--- src/rtl/icache_fetcher.sv ---
// Instruction fetch stage with a direct-mapped instruction cache.
// A hit returns the instruction one cycle after the request. A miss fetches
// the whole line from program memory, fills the cache, and then returns the
// requested word.
module icache_fetcher #(
    parameter int unsigned PROGRAM_MEM_ADDR_BITS = 8,
    parameter int unsigned PROGRAM_MEM_DATA_BITS = 16,
    parameter int unsigned CACHE_SIZE            = 16,
    parameter int unsigned LINE_SIZE             = 4
) (
    input  logic                                       clk,
    input  logic                                       reset,
    input  logic                                       fetch_req,
    input  logic [PROGRAM_MEM_ADDR_BITS-1:0]           fetch_pc,
    output logic                                       fetch_ready,
    output logic [PROGRAM_MEM_DATA_BITS-1:0]           instruction,
    output logic                                       program_mem_read_valid,
    output logic [PROGRAM_MEM_ADDR_BITS-1:0]           program_mem_read_address,
    input  logic                                       program_mem_read_ready,
    input  logic [LINE_SIZE*PROGRAM_MEM_DATA_BITS-1:0] program_mem_read_data,
    output logic [15:0]                                hit_count,
    output logic [15:0]                                miss_count
);

    localparam int unsigned NUM_LINES = CACHE_SIZE / LINE_SIZE;
    localparam int unsigned OFF_BITS  = $clog2(LINE_SIZE);
    localparam int unsigned IDX_BITS  = $clog2(NUM_LINES);
    localparam int unsigned TAG_BITS  = PROGRAM_MEM_ADDR_BITS - IDX_BITS - OFF_BITS;
    localparam int unsigned DW        = PROGRAM_MEM_DATA_BITS;

    typedef enum logic [1:0] {
        IDLE = 2'd0,
        MISS = 2'd1,
        DONE = 2'd2
    } state_t;

    state_t                state;
    logic [NUM_LINES-1:0]  valid_q;
    logic [TAG_BITS-1:0]   tag_mem  [NUM_LINES];
    logic [DW-1:0]         data_mem [NUM_LINES][LINE_SIZE];
    logic [OFF_BITS-1:0]   off_q;

    logic [OFF_BITS-1:0]   pc_off;
    logic [IDX_BITS-1:0]   pc_idx;
    logic [TAG_BITS-1:0]   pc_tag;
    logic                  lookup_hit;
    logic [IDX_BITS-1:0]   miss_idx;
    logic [TAG_BITS-1:0]   miss_tag;
    logic                  fill_en;
    logic [DW-1:0]         fill_words [LINE_SIZE];

    // Split the requested PC and the outstanding line address into fields.
    always_comb begin
        pc_off     = fetch_pc[OFF_BITS-1:0];
        pc_idx     = fetch_pc[OFF_BITS +: IDX_BITS];
        pc_tag     = fetch_pc[PROGRAM_MEM_ADDR_BITS-1 -: TAG_BITS];
        lookup_hit = valid_q[pc_idx] && (tag_mem[pc_idx] == pc_tag);
        miss_idx   = program_mem_read_address[OFF_BITS +: IDX_BITS];
        miss_tag   = program_mem_read_address[PROGRAM_MEM_ADDR_BITS-1 -: TAG_BITS];
        fill_en    = (state == MISS) && program_mem_read_ready && !reset;
    end

    // Unpack the wide line read into words, word 0 at the LSB.
    always_comb begin
        for (int k = 0; k < int'(LINE_SIZE); k++) begin
            fill_words[k] = program_mem_read_data[k*DW +: DW];
        end
    end

    // Tag and data storage; contents are qualified by valid_q, so no reset.
    always_ff @(posedge clk) begin
        if (fill_en) begin
            tag_mem[miss_idx] <= miss_tag;
            for (int k = 0; k < int'(LINE_SIZE); k++) begin
                data_mem[miss_idx][k] <= fill_words[k];
            end
        end
    end

    // Fetch FSM with registered outputs, valid bits and saturating counters.
    always_ff @(posedge clk) begin
        if (reset) begin
            state                    <= IDLE;
            fetch_ready              <= 1'b0;
            instruction              <= '0;
            program_mem_read_valid   <= 1'b0;
            program_mem_read_address <= '0;
            valid_q                  <= '0;
            off_q                    <= '0;
            hit_count                <= 16'd0;
            miss_count               <= 16'd0;
        end else begin
            fetch_ready <= 1'b0;
            case (state)
                IDLE: begin
                    if (fetch_req) begin
                        if (lookup_hit) begin
                            instruction <= data_mem[pc_idx][pc_off];
                            fetch_ready <= 1'b1;
                            if (hit_count != 16'hFFFF) begin
                                hit_count <= hit_count + 16'd1;
                            end
                            state <= DONE;
                        end else begin
                            program_mem_read_valid   <= 1'b1;
                            program_mem_read_address <= {pc_tag, pc_idx, OFF_BITS'(0)};
                            off_q                    <= pc_off;
                            if (miss_count != 16'hFFFF) begin
                                miss_count <= miss_count + 16'd1;
                            end
                            state <= MISS;
                        end
                    end
                end
                MISS: begin
                    if (program_mem_read_ready) begin
                        valid_q[miss_idx]      <= 1'b1;
                        instruction            <= fill_words[off_q];
                        program_mem_read_valid <= 1'b0;
                        fetch_ready            <= 1'b1;
                        state                  <= DONE;
                    end
                end
                DONE: begin
                    state <= IDLE;
                end
                default: begin
                    state <= IDLE;
                end
            endcase
        end
    end

endmodule

--- config.mk ---
export PLATFORM = sky130hd
export DESIGN_NAME = icache_fetcher
export DESIGN_NICKNAME = d
export VERILOG_FILES = /design/src/rtl/icache_fetcher.sv
export SDC_FILE = /design/constraint.sdc
export NUM_CORES = 1
export LEC_CHECK = 0
export CAP_MARGIN = 30
export CORE_MARGIN = 2
export CORE_UTILIZATION = 30
export CTS_CLUSTER_DIAMETER = 150
export DETAILED_ROUTE_END_ITERATION = 12
export DONT_BUFFER_PORTS = 1
export MAX_ROUTING_LAYER = met4
export PLACE_DENSITY_LB_ADDON = 0.3
export SYNTH_ARGS = -nofsm -noshare
export SYNTH_HDL_FRONTEND = slang
export SYNTH_SLANG_ARGS = --single-unit
--- constraint.sdc ---
create_clock -name clk -period 10.8 [get_ports clk]
set_clock_uncertainty 0.1 [all_clocks]
set_input_delay 1.62 -clock clk [delete_from_list [all_inputs] [get_ports clk]]
set_output_delay 1.62 -clock clk [all_outputs]
set_load 0.02 [all_outputs]
* Word-level counts from Yosys, hierarchy flattened
Memories as Yosys holds them, arrays and structs flattened.
Cells that the tools add are included.
** Word-level totals
- Register bits :: 64
- RAM bits :: 272
- Input port bits :: 76
- Output and inout port bits :: 58
- Word-level logic and storage cells :: 72
- Memories :: 2
** Memories
- data_mem :: words 4, width 64, read ports 1, clocked after memory_dff 0, wr ports 1, RTL line 40 : logic [DW-1:0] data_mem [NUM_LINES][LINE_SIZE];
- tag_mem :: words 4, width 4, read ports 1, clocked after memory_dff 0, wr ports 1, RTL line 39 : logic [TAG_BITS-1:0] tag_mem [NUM_LINES];
** Operators by class
- $add $sub $neg :: 2
- $lt $le $gt $ge :: 5
- Equal/unequal tests :: 8
- Multiplexer cells :: 28
- Bitwise gates (word level) :: 4
- Reductions and logical operators :: 14
** Operator list (count)
- 16-bit 2-to-1 mux :: 7
- 16-bit binary-select mux with 2-bit select :: 2
- 16-bit by 1-bit adder with 16-bit output, second input constant :: 2
- 16-bit inequality test, second input constant :: 2
- 16-bit case mux with 2 select lines :: 1
- 4-bit AND reduction :: 4
- 1-bit 2-to-1 mux :: 10
- 2-bit inequality test, second input constant :: 4
- 3-bit greater-or-equal comparator, second input constant :: 2
- 2-bit by 3-bit < comparator with 1-bit output, second input constant :: 2
- 2-bit 2-to-1 mux :: 3
- 2-bit NOT with 3-bit output :: 2
- 4-bit equality test :: 1
- 1-bit logical AND :: 4
- 4-bit OR :: 1
- 1-bit case mux with 2 select lines :: 2
- 2-bit case mux with 2 select lines :: 1
- 2-bit AND reduction :: 2
- 3-bit AND reduction :: 1
- 1-bit binary-select mux with 2-bit select :: 1
- 1-bit demux with 2-bit select :: 1
- 2-bit by 1-bit equality test with 1-bit output, second input constant :: 1
- 2-bit by 1-bit greater-or-equal comparator with 1-bit output, second input constant :: 1
- 2-bit logical NOT :: 1
- other kinds (3) :: 3

* Longest topological paths before layout
Gate-level depths: netlist of run 1.
- Depth after elaboration :: 7
- Depth in mapped cells :: 10
- Gate-level depth less buffers :: 7

* Worst setup path after synthesis of run 1
Ideal clock, no wire load.
- Kind :: input-to-reg
- Start :: input program_mem_read_ready
- End :: memory data_mem[0][0] (netlist name) (enable)
- Setup time :: 0.665 ns
- Data arrival time :: 8.377 ns
- Data required time :: 10.035 ns
- Path slack :: 1.658 ns
- Stages on the path :: 3
- Buffers on the path :: 1
- Cell sequence :: nand2_1 > clkbuf_1 > nor4_1
** On the way
- Cells in the longest elaborated chain, start to end :: 4
** Ends and longest elaborated chain
- from (decl) :: RTL line 19 : input logic program_mem_read_ready,
- 1-bit logical AND (2 in a row) :: RTL line 60 : fill_en = (state == MISS) && program_mem_read_ready && !reset;
- 1-bit 2-to-1 mux :: RTL line 72 : if (fill_en) begin
- 1-bit 2-to-1 mux (not written as such) :: RTL line 75 : data_mem[miss_idx][k] <= fill_words[k];
- to (decl) :: RTL line 40
Every way passes these cells.

* Final worst setup path of run 1
- Start :: register state[0]
- End :: memory data_mem[2][60] (netlist name) (enable)
** On the way
- Cells in the longest elaborated chain, start to end :: 5
** Ends and longest elaborated chain
- from (decl) :: RTL line 37 : state_t state;
- from (signal assigned) :: RTL line 83 : state <= IDLE;
- from (signal assigned) :: RTL line 103 : state <= DONE;
- from (signal assigned) :: RTL line 111 : state <= MISS;
- 2-bit by 1-bit equality test with 1-bit output :: RTL line 60
- 1-bit logical AND (2 in a row) :: RTL line 60
- 1-bit 2-to-1 mux :: RTL line 72
- 1-bit 2-to-1 mux (not written as such) :: RTL line 75
Every way passes these cells.

==> results by group, run 1 <==
Worst setup path
  – Most used cell, CP: nand2_1
  – Critical Path RT: 10.85 ns
  – Cell Chain, Critical Path: nor2b_4 > nand2_1 > nor2_1 > nand2_1 > nor2_4 > buf_4
  – Crit. End Element: flip-flop
  – Worst-path maximum fanout: 57
  – Crit path arrival time: 3.86 ns
  – CP startpoint kind: flip-flop
  – CP peak stage delay: 0.76 ns
  – CP max stage cell: buf_4
  – Critical Path Stages: 6
  – FF-to-FF path depth: 6
  – R2r endpoint: data_mem[2][60]
  – Crit path buffers/inverters: 1
  – Family with the most delay on the worst path: simple AND/OR/NAND/NOR gates
  – Worst r2r src: state[0]
  – R2r setup slk: 6.99 ns
  – Setup CP Type: flip-flop to flip-flop

Yosys
  – Synth top area cells: edfxtp_1 (60%), dfxtp_1 (9.3%), mux4_2 (7.9%)
  – Top cells by count, synth: edfxtp_1 (272), mux2i_1 (78), dfxtp_1 (64), mux4_2 (48), nand2_1 (46)
  – Netlist Area Pre-Place: 13700 µm²
  – YS warnings: 0
  – Register area share after synthesis: 0.689
  – Yosys cell types: 55
  – Flops & latches, synth: 336
  – Avg Cell Area, Syn: 15.7 µm²
  – Top-count cell post-synth: edfxtp_1
  – Post-synth EDFFs: 272
  – Cell taking the most area after synthesis: edfxtp_1
  – Asr flop ratio synth: 0
  – Post-synth top flop: edfxtp_1
  – Top cell type's share of synthesized area: 0.596
  – Post-Syn Instances: 872

Floorplanning
  – Initial Utilization: 0.303
  – Num rows: 78
  – Num ports: 134
  – DIE AREA: 47400 µm²
  – Die width: 218 µm
  – DIE HEIGHT: 218 µm
  – Core ar.: 45300 µm²

Pwr
  – Leak Pwr: 0.00509 µW
  – Seq pwr share: 0.517
  – Switch share: 0.206
  – NetSw: 572 µW
  – Gate power share: 0.038
  – PD cells: 178 nW/µm²
  – Clock group share of total power: 0.445
  – Max IR drop VDD: 0.104 mV
  – Int Pwr: 2210 µW

Drt
  – Via count: 7652
  – DR pass1 iterations: 5
  – # DRC: 0
  – DRT iter0 DRCs: 607
  – Post-DR wirelength/cell: 22.5 µm
  – Final ANT Viol Nets: 0
  – Total Wirelength: 33.6 mm
  – Via density: 5.11

Global routing
  – Initial antenna violation count: 0
  – GR Overflow Total: 0
  – First-pass GRT wire length: 49.2 mm
  – All-Layer GR Usage: 0.144
  – Vias in the first global route: 7507
  – Pin count of the biggest net entering global routing: 80

Placement
  – Gp weighted congestion: 0.786
  – DP Area: 14400 µm²
  – Port bufs: 0
  – Hpwl dp: 20.4 mm

STA
  – Fmax: 263 MHz
  – RSZ-0062 raised after global routing: false
  – Final setup vio count: 0
  – Final min period: 3.81 ns
  – Setup TNS: 0 ns
  – Slew margin rel.: 0.279
  – Period utilisation layout: 0.353
  – Final hold vios: 0
  – Slew @ Worst Pin: 1.07 ns
  – Max-slew violation count: 0

Clock tree
  – Resized Gates After CTS: 0
  – TritonCTS buffer count: 37
  – Clock transition at the registers of the reported paths: 0.06 ns
  – Clk sink count: 336
  – Clock latency on the worst-skew pair: 0.53 ns
  – CTS max path bufs: 3
  – CTS tree: done
  – Setup bufs post-CTS: 0
  – Clk root buf: clkbuf_16
  – H-tree depth: 2
  – Hold bufs inserted after CTS: 0

Flow run
  – Max-cap violations: 0

Status
  – Status: finished, final reports clean

Cells and area
  – Antenna cells: 0
  – Fill cells: 4350
  – Share of cells above drive strength 1: 0.157
  – Nets@finish: 948
  – Syn-to-layout area delta: 13.9%
  – Final instance area: 15600 µm²

Worst hold path
  – Hold WC Path Type: flip-flop to flip-flop
  – Hold Path Sink: valid_q[3]
  – Hold path start: valid_q[3]
  – Hold path depth: 1
[sequential cells by signal, indices dropped and copies added, names as in the netlist, 2 cells and up]
signal / count
data_mem: 256
hit_count: 16
instruction: 16
miss_count: 16
off_q: 2
program_mem_read_address: 6
state: 2
tag_mem: 16
valid_q: 4
[layer usage]
| metal | GRT usage | up-vias | share of wire |
|---|---|---|---|
| li1 | - | 3483 | - |
| met1 | 0.184 | 3855 | 0.43 |
| met2 | 0.224 | 270 | 0.47 |
| met3 | 0.0456 | 44 | 0.086 |
| met4 | 0.0347 | 0 | 0.017 |
| met5 | - | - | 0 |
[how the worst max path moves through the flow]
| stage | endpoint | startpoint | slack (ns) |
|---|---|---|---|
| after floorplan | data_mem[0][0] | program_mem_read_ready | 1.66 |
| after global placement | data_mem[2][12] | program_mem_read_ready | 6.32 |
| after detailed placement | data_mem[2][12] | program_mem_read_ready | 6.33 |
| after CTS | data_mem[2][11] | state[0] | 6.58 |
| after global routing | data_mem[2][24] | state[0] | 6.73 |
| final | data_mem[2][60] | state[0] | 6.99 |
[metrics by stage]
step / worst slack (ns) / hold WS (ns) / total power [µW] / std cells / util
global placement: 6.32 / 0.337 / 1570 / 1427 / 0.317
global route: 6.73 / 0.379 / 2870 / 1498 / 0.345
floorplan: 1.66 / 0.327 / 1550 / 873 / -
finish: 6.99 / 0.354 / 2780 / 1498 / 0.345
CTS: 6.58 / 0.357 / 2810 / 1496 / 0.344
detailed placement: 6.33 / 0.341 / 1570 / 1429 / 0.318
[cell type report]
| type | instances | area [µm²] | area share |
|---|---|---|---|
| clock inverters | 17 | 174 | 0.0111 |
| multi-input cells | 455 | 3970 | 0.254 |
| flip-flops and latches | 336 | 9450 | 0.605 |
| repair buffers | 16 | 163 | 0.0104 |
| clock buffers | 50 | 1020 | 0.0656 |
| inverters | 24 | 90.1 | 0.00577 |
| well taps | 600 | 751 | 0.0481 |
[cells by family (layout without fill, tap and decap cells)]
family,after synthesis,after routing,synth area share
compound gates,141,141,0.0718
xor+xnor,9,9,0.00575
fa+ha+maj,2,2,0.00182
buf+inv,82,107,0.0256
flops,336,336,0.689
mux,132,132,0.141
other cells,1,2,0.000273
simple gates,169,169,0.0649
[power groups by stage]
stage	Sequential [µW]	Combinational (µW)	Clock, µW
final	1440	105	1240
after global routing	1440	114	1320
after detailed placement	1460	105	0
after floorplan	1460	97.7	0
after global placement	1460	104	0
after CTS	1440	105	1270
[cells in the final DEF (no fill, tap or decap), drive strengths merged, types with 4 or more instances in the layout]
master,count
mux2i,78
o22ai,17
edfxtp,272
a22oi,29
mux2,6
or4,7
nand3,11
nand2,46
a221oi,16
nand4,9
o21ai,11
and3,5
a21oi,25
buf,16
and2,4
o31ai,6
dfxtp,64
nor3,22
clkbuf,50
and4,5
or3,9
a211oi,17
clkinv,9
nor2,27
inv,27
nand2b,4
mux4,48
xor2,6
nor2b,8
[worst register-to-register path: stages, from the launching register on]
cell and delay [ns]:
dfxtp_1 0.33, nor2b_4 0.75, nand2_1 0.61, nor2_1 0.33
nand2_1 0.13, nor2_4 0.37, buf_4 0.76
No activity file was read; power rests on OpenSTA's default activity.
==> run 2, diff against run 1 <==
==> constraint.sdc (replaced) <==
create_clock -name clk -period 3.1 [get_ports clk]
set_clock_uncertainty 0.1 [all_clocks]
set_input_delay 0.465 -clock clk [delete_from_list [all_inputs] [get_ports clk]]
set_output_delay 0.465 -clock clk [all_outputs]
set_load 0.02 [all_outputs]
==> run 2 against run 1 <==
Against the previous run: power rose to 3.5 times the previous value; cell count rose by 5.5%; combinational power rose to 4.8 times the previous value; register-to-register slack got worse by 6.5 ns.
==> results by group, run 2 (synthesized netlist as in run 1, its figures left out) <==
Cells and area
  – Fill cells: 4320
  – Fin cells: 1581
  – Nets@finish: 1027
  – Syn-to-layout area delta: 19.6%
  – Share of cells above drive strength 1: 0.148
  – Biggest register: data_mem
  – Largest register FFs: 256
  – Commonest non-fill, non-tap cell in the layout: edfxtp_1
  – Most frequent cells in the layout: edfxtp_1 (272), mux2i_1 (78), dlygate4sd3_1 (72)
  – Final Util: 0.362

Pwr
  – PD cells: 591 nW/µm²
  – Max IR drop VDD: 0.512 mV
  – Final Power: 9680 µW
  – Leak Pwr: 0.00541 µW

Global routing
  – Initial antenna violation count: 0
  – Pin count of the biggest net entering global routing: 80
  – First-pass GRT wire length: 52.6 mm
  – GR Overflow Total: 0
  – Vias in the first global route: 8160
  – All-Layer GR Usage: 0.154

Clock tree
  – Hold bufs inserted after CTS: 73
  – Resized Gates After CTS: 0
  – Clock latency on the worst-skew pair: 0.53 ns
  – Clock transition at the registers of the reported paths: 0.06 ns
  – Setup bufs post-CTS: 0
  – Clk sink count: 336
  – Clk root buf: clkbuf_16
  – H-tree depth: 2
  – TritonCTS buffer count: 37
  – CTS tree: done
  – CTS max path bufs: 3

Worst setup path
  – CP max stage cell: or4_1
  – CP peak stage delay: 0.59 ns
  – Worst-path maximum fanout: 16
  – CP startpoint kind: flip-flop
  – Setup CP Type: flip-flop to flip-flop
  – Crit path arrival time: 2.99 ns
  – Critical Path RT: 3.47 ns
  – Crit. End Element: flip-flop
  – Cell Chain, Critical Path: and4_1 > and3_1 > a31oi_1 > o21ai_1 > or4_1 > a21oi_1

STA
  – Final setup vio count: 0
  – Final hold vios: 0
  – Period utilisation layout: 0.844
  – Max-slew violation count: 0
  – Fmax: 382 MHz
  – Slew margin rel.: 0.326
  – Slew @ Worst Pin: 1.00 ns
  – Final min period: 2.62 ns
  – RSZ-0062 raised after global routing: false

Status
  – Status: finished, final reports clean

Floorplanning
  – Num ports: 134
  – DIE AREA: 47400 µm²
  – Core ar.: 45300 µm²
  – DIE HEIGHT: 218 µm
  – Num rows: 78
  – Die width: 218 µm
  – Initial Utilization: 0.303

Placement
  – Port bufs: 0
  – Placed Cells: 1437
  – Gp weighted congestion: 0.792
  – Hpwl dp: 20.6 mm

Flow run
  – Max-cap violations: 0

Drt
  – DRT iter0 DRCs: 576
  – Total Wirelength: 35.6 mm
  – # DRC: 0
  – Via density: 5.06
  – DR pass1 iterations: 5
  – Via count: 7995
  – Post-DR wirelength/cell: 22.5 µm
  – Final ANT Viol Nets: 0

Worst hold path
  – Hold WC Path Type: input pin to flip-flop
[run 2: changes by cell type in the layout (fill, tap and decap cells not counted), moves of 2 or more]
cell	before	now
buf_12	0	4
clkbuf_1	8	13
bufinv_16	3	0
dlygate4sd3_1	0	72
clkbuf_8	5	8
buf_4	12	18
buf_8	3	0
diode_2	0	3
clkinvlp_4	2	0
clkinv_2	5	2
[run 2: critical path: cells and delay by family, from the launching register on]
| family | cells | cell delay (ns) |
|---|---|---|
| AO/OA/AOI/OAI | 3 | 0.91 |
| flip-flops | 1 | 0.43 |
| AND/OR/NAND/NOR | 3 | 1.11 |
[run 2: final timing paths]
| path | from | end | slack (ns) | depth (start not counted) |
|---|---|---|---|---|
| worst max-delay path | hit_count[8] | hit_count[15] | 0.48 | 6 |
| worst min-delay path | reset | miss_count[2] | 0.06 | 2 |
| worst max register to register | hit_count[8] | hit_count[15] | 0.48 | 6 |
| worst min register to register | valid_q[2] | valid_q[2] | 0.36 | 1 |
[run 2: stage by stage]
step / setup TNS, ns / worst slack, ns / area (µm²) / hold WS (ns)
6_report: 0 / 0.483 / 16400 / 0.0550
5_1_grt: 0 / 0.363 / 16400 / 0.0504
4_1_cts: 0 / 0.475 / 16400 / 0.0174
3_5_place_dp: 0 / 0.352 / 14500 / 0.341
3_3_place_gp: 0 / 0.402 / 14500 / 0.338
2_1_floorplan: -32.31 / -0.472 / 13800 / 0.327
[run 2: report_power, final]
group | internal (µW) | total, µW | switching, µW
registers | 4930 | 5000 | 70.0
clock network | 2430 | 4180 | 1750
logic | 247 | 504 | 257
[run 2: per-layer routing]
| metal | up-vias | GRT usage | part of all wire |
|---|---|---|---|
| li1 | 3633 | - | - |
| met2 | 236 | 0.250 | 0.49 |
| met1 | 4078 | 0.190 | 0.43 |
| met4 | 0 | 0.0388 | 0.017 |
| met5 | - | - | 0 |
| met3 | 48 | 0.0407 | 0.072 |
[run 2: final cells by class]
| class | count | area [µm²] | area share |
|---|---|---|---|
| diodes | 3 | 7.51 | 0.000458 |
| clock buffers | 59 | 1090 | 0.0666 |
| clock inverters | 9 | 62.6 | 0.00381 |
| inverters | 24 | 90.1 | 0.00549 |
| multi-input cells | 455 | 3980 | 0.243 |
| flip-flops and latches | 336 | 9450 | 0.576 |
| well taps | 600 | 751 | 0.0458 |
| repair buffers | 95 | 963 | 0.0587 |
==> run 3, diff against run 2 <==
==> constraint.sdc (replaced) <==
create_clock -name clk -period 2.4 [get_ports clk]
set_clock_uncertainty 0.1 [all_clocks]
set_input_delay 0.36 -clock clk [delete_from_list [all_inputs] [get_ports clk]]
set_output_delay 0.36 -clock clk [all_outputs]
set_load 0.02 [all_outputs]
==> run 3 against run 2 <==
Against the previous run: flip-flop and latch count unchanged; register-to-register slack got worse by 0.35 ns; die area unchanged; highest routed layer unchanged.
==> results by group, run 3 (synthesized netlist as in run 1, its figures left out) <==
Clock tree
  – Clk root buf: clkbuf_16
  – CTS max path bufs: 3
  – H-tree depth: 2
  – Clk sink count: 336
  – CTS tree: done
  – TritonCTS buffer count: 36
  – Clock transition at the registers of the reported paths: 0.06 ns
  – Clock latency on the worst-skew pair: 0.54 ns

Cells and area
  – Most frequent cells in the layout: edfxtp_1 (272), mux2i_1 (78), dlygate4sd3_1 (73)
  – FF/Latch Area: 9450 µm²
  – Final instance area: 16800 µm²
  – Commonest non-fill, non-tap cell in the layout: edfxtp_1
  – Share of cells above drive strength 1: 0.188
  – Area of the multi-input gates: 4050 µm²
  – Antenna cells: 0
  – Largest register FFs: 256
  – Biggest register: data_mem
  – Fill cells: 4284
  – Nets@finish: 1059
  – Syn-to-layout area delta: 22.7%

STA
  – Slew @ Worst Pin: 0.941 ns
  – Final min period: 2.26 ns
  – Final hold vios: 0
  – Max-slew violation count: 0
  – Period utilisation layout: 0.943
  – Final setup vio count: 0
  – Fmax: 442 MHz
  – Final WS setup: 0.137 ns
  – Slew margin rel.: 0.373
  – RSZ-0062 raised after global routing: true

Floorplanning
  – Initial Utilization: 0.303
  – DIE AREA: 47400 µm²
  – Die width: 218 µm
  – Num rows: 78
  – Core ar.: 45300 µm²
  – DIE HEIGHT: 218 µm
  – Num ports: 134

Global routing
  – Initial antenna violation count: 0
  – GR Overflow Total: 0
  – First-pass GRT wire length: 53.2 mm
  – All-Layer GR Usage: 0.155
  – Vias in the first global route: 8399
  – Pin count of the biggest net entering global routing: 80

Pwr
  – Leak Pwr: 0.00563 µW
  – Max IR drop VDD: 0.479 mV
  – Final Power: 12800 µW
  – PD cells: 760 nW/µm²

Drt
  – Via count: 8103
  – Final ANT Viol Nets: 0
  – Post-DR wirelength/cell: 22.1 µm
  – Via density: 5.04
  – DR pass1 iterations: 6
  – # DRC: 0
  – Total Wirelength: 35.6 mm
  – DRT iter0 DRCs: 554

Worst setup path
  – CP peak stage delay: 0.48 ns
  – R2r setup slk: 0.14 ns
  – Worst-path maximum fanout: 12
  – Worst r2r src: tag_mem[0][2]
  – Critical Path RT: 2.75 ns
  – Setup CP Type: flip-flop to flip-flop
  – CP max stage cell: or4_4
  – Crit. End Element: flip-flop
  – R2r endpoint: hit_count[14]
  – FF-to-FF path depth: 8
  – CP startpoint kind: flip-flop
  – Crit path arrival time: 2.61 ns
  – Cell Chain, Critical Path: xor2_1 > o32ai_2 > nor4b_4 > buf_4 > o21bai_4 > buf_12 > or4_4 > a21oi_2

Worst hold path
  – Hold Path Sink: hit_count[2]
  – Hold WC Path Type: input pin to flip-flop
  – Hold path start: reset
  – Hold path depth: 2

Placement
  – Gp weighted congestion: 0.795
  – Hpwl dp: 20.9 mm
  – Port bufs: 0
  – Worst slack, placed: -0.0193 ns
  – DP Area: 14800 µm²

Flow run
  – Max-cap violations: 0

Status
  – Status: finished, final reports clean
[run 3: cell types whose count changed in the layout (fill, tap and decap cells not counted), sizes merged]
cell / previous run / this run
buf: 23 / 55
bufinv: 0 / 4
clkbuf: 59 / 50
clkinv: 6 / 7
clkinvlp: 0 / 1
diode: 3 / 0
dlygate4sd3: 72 / 73
[run 3: repair_timing]
item	in CTS	in global routing
endpoints found under the setup margin	0	32
setup buffers	0	1
hold buffers	74	0
hold endpoints to repair	316	0
gates resized for setup	0	11
[run 3: worst max path at each step]
stage | startpoint | endpoint | slack [ns]
after floorplan | state[0] | data_mem[0][0] | -1.17
final | tag_mem[0][2] | hit_count[14] | 0.14
after global placement | fetch_pc[3] | miss_count[11] | -0.03
after global routing | tag_mem[0][3] | miss_count[9] | 0.02
after CTS | tag_mem[1][2] | hit_count[8] | 0.03
after detailed placement | fetch_pc[3] | miss_count[11] | -0.02
[run 3: cell type report]
cell class / instances / share of cell area
clock buffer: 50 / 0.0591
clock inverter: 15 / 0.0119
tap: 600 / 0.0446
inverter: 24 / 0.00536
multi-input combinational: 455 / 0.241
sequential: 336 / 0.562
timing repair buffer: 128 / 0.0766
[run 3: worst max-delay path, delay by kind of cell (launching register included)]
family	cells	cell delay, ns
AOI/OAI and AO/OA	3	0.47
xor gates and xnor gates	1	0.16
buffers and inverters	2	0.33
DFF	1	0.38
and+or+nand+nor	2	0.76
[run 3: metal layers]
metal	share of wire	track usage
met5	0	-
met4	0.021	0.0442
met3	0.069	0.0377
met2	0.49	0.255
met1	0.42	0.190
[run 3: per-stage QoR]
stage	setup TNS (ns)	hold slack (ns)	instances	util
detailed placement	-0.0375	0.344	1468	0.327
global placement	-0.0557	0.336	1468	0.327
global route	0	0.0531	1608	0.371
floorplan	-105.96	0.327	873	-
finish	0	0.0459	1608	0.371
CTS	0	0.0155	1607	0.370
[run 3: power by group]
group	switching [µW]	internal (µW)	total (µW)	leakage (µW)
registers	78.7	6360	6440	0.00298
clock network	2290	3350	5640	0.000582
logic	351	345	696	0.00207
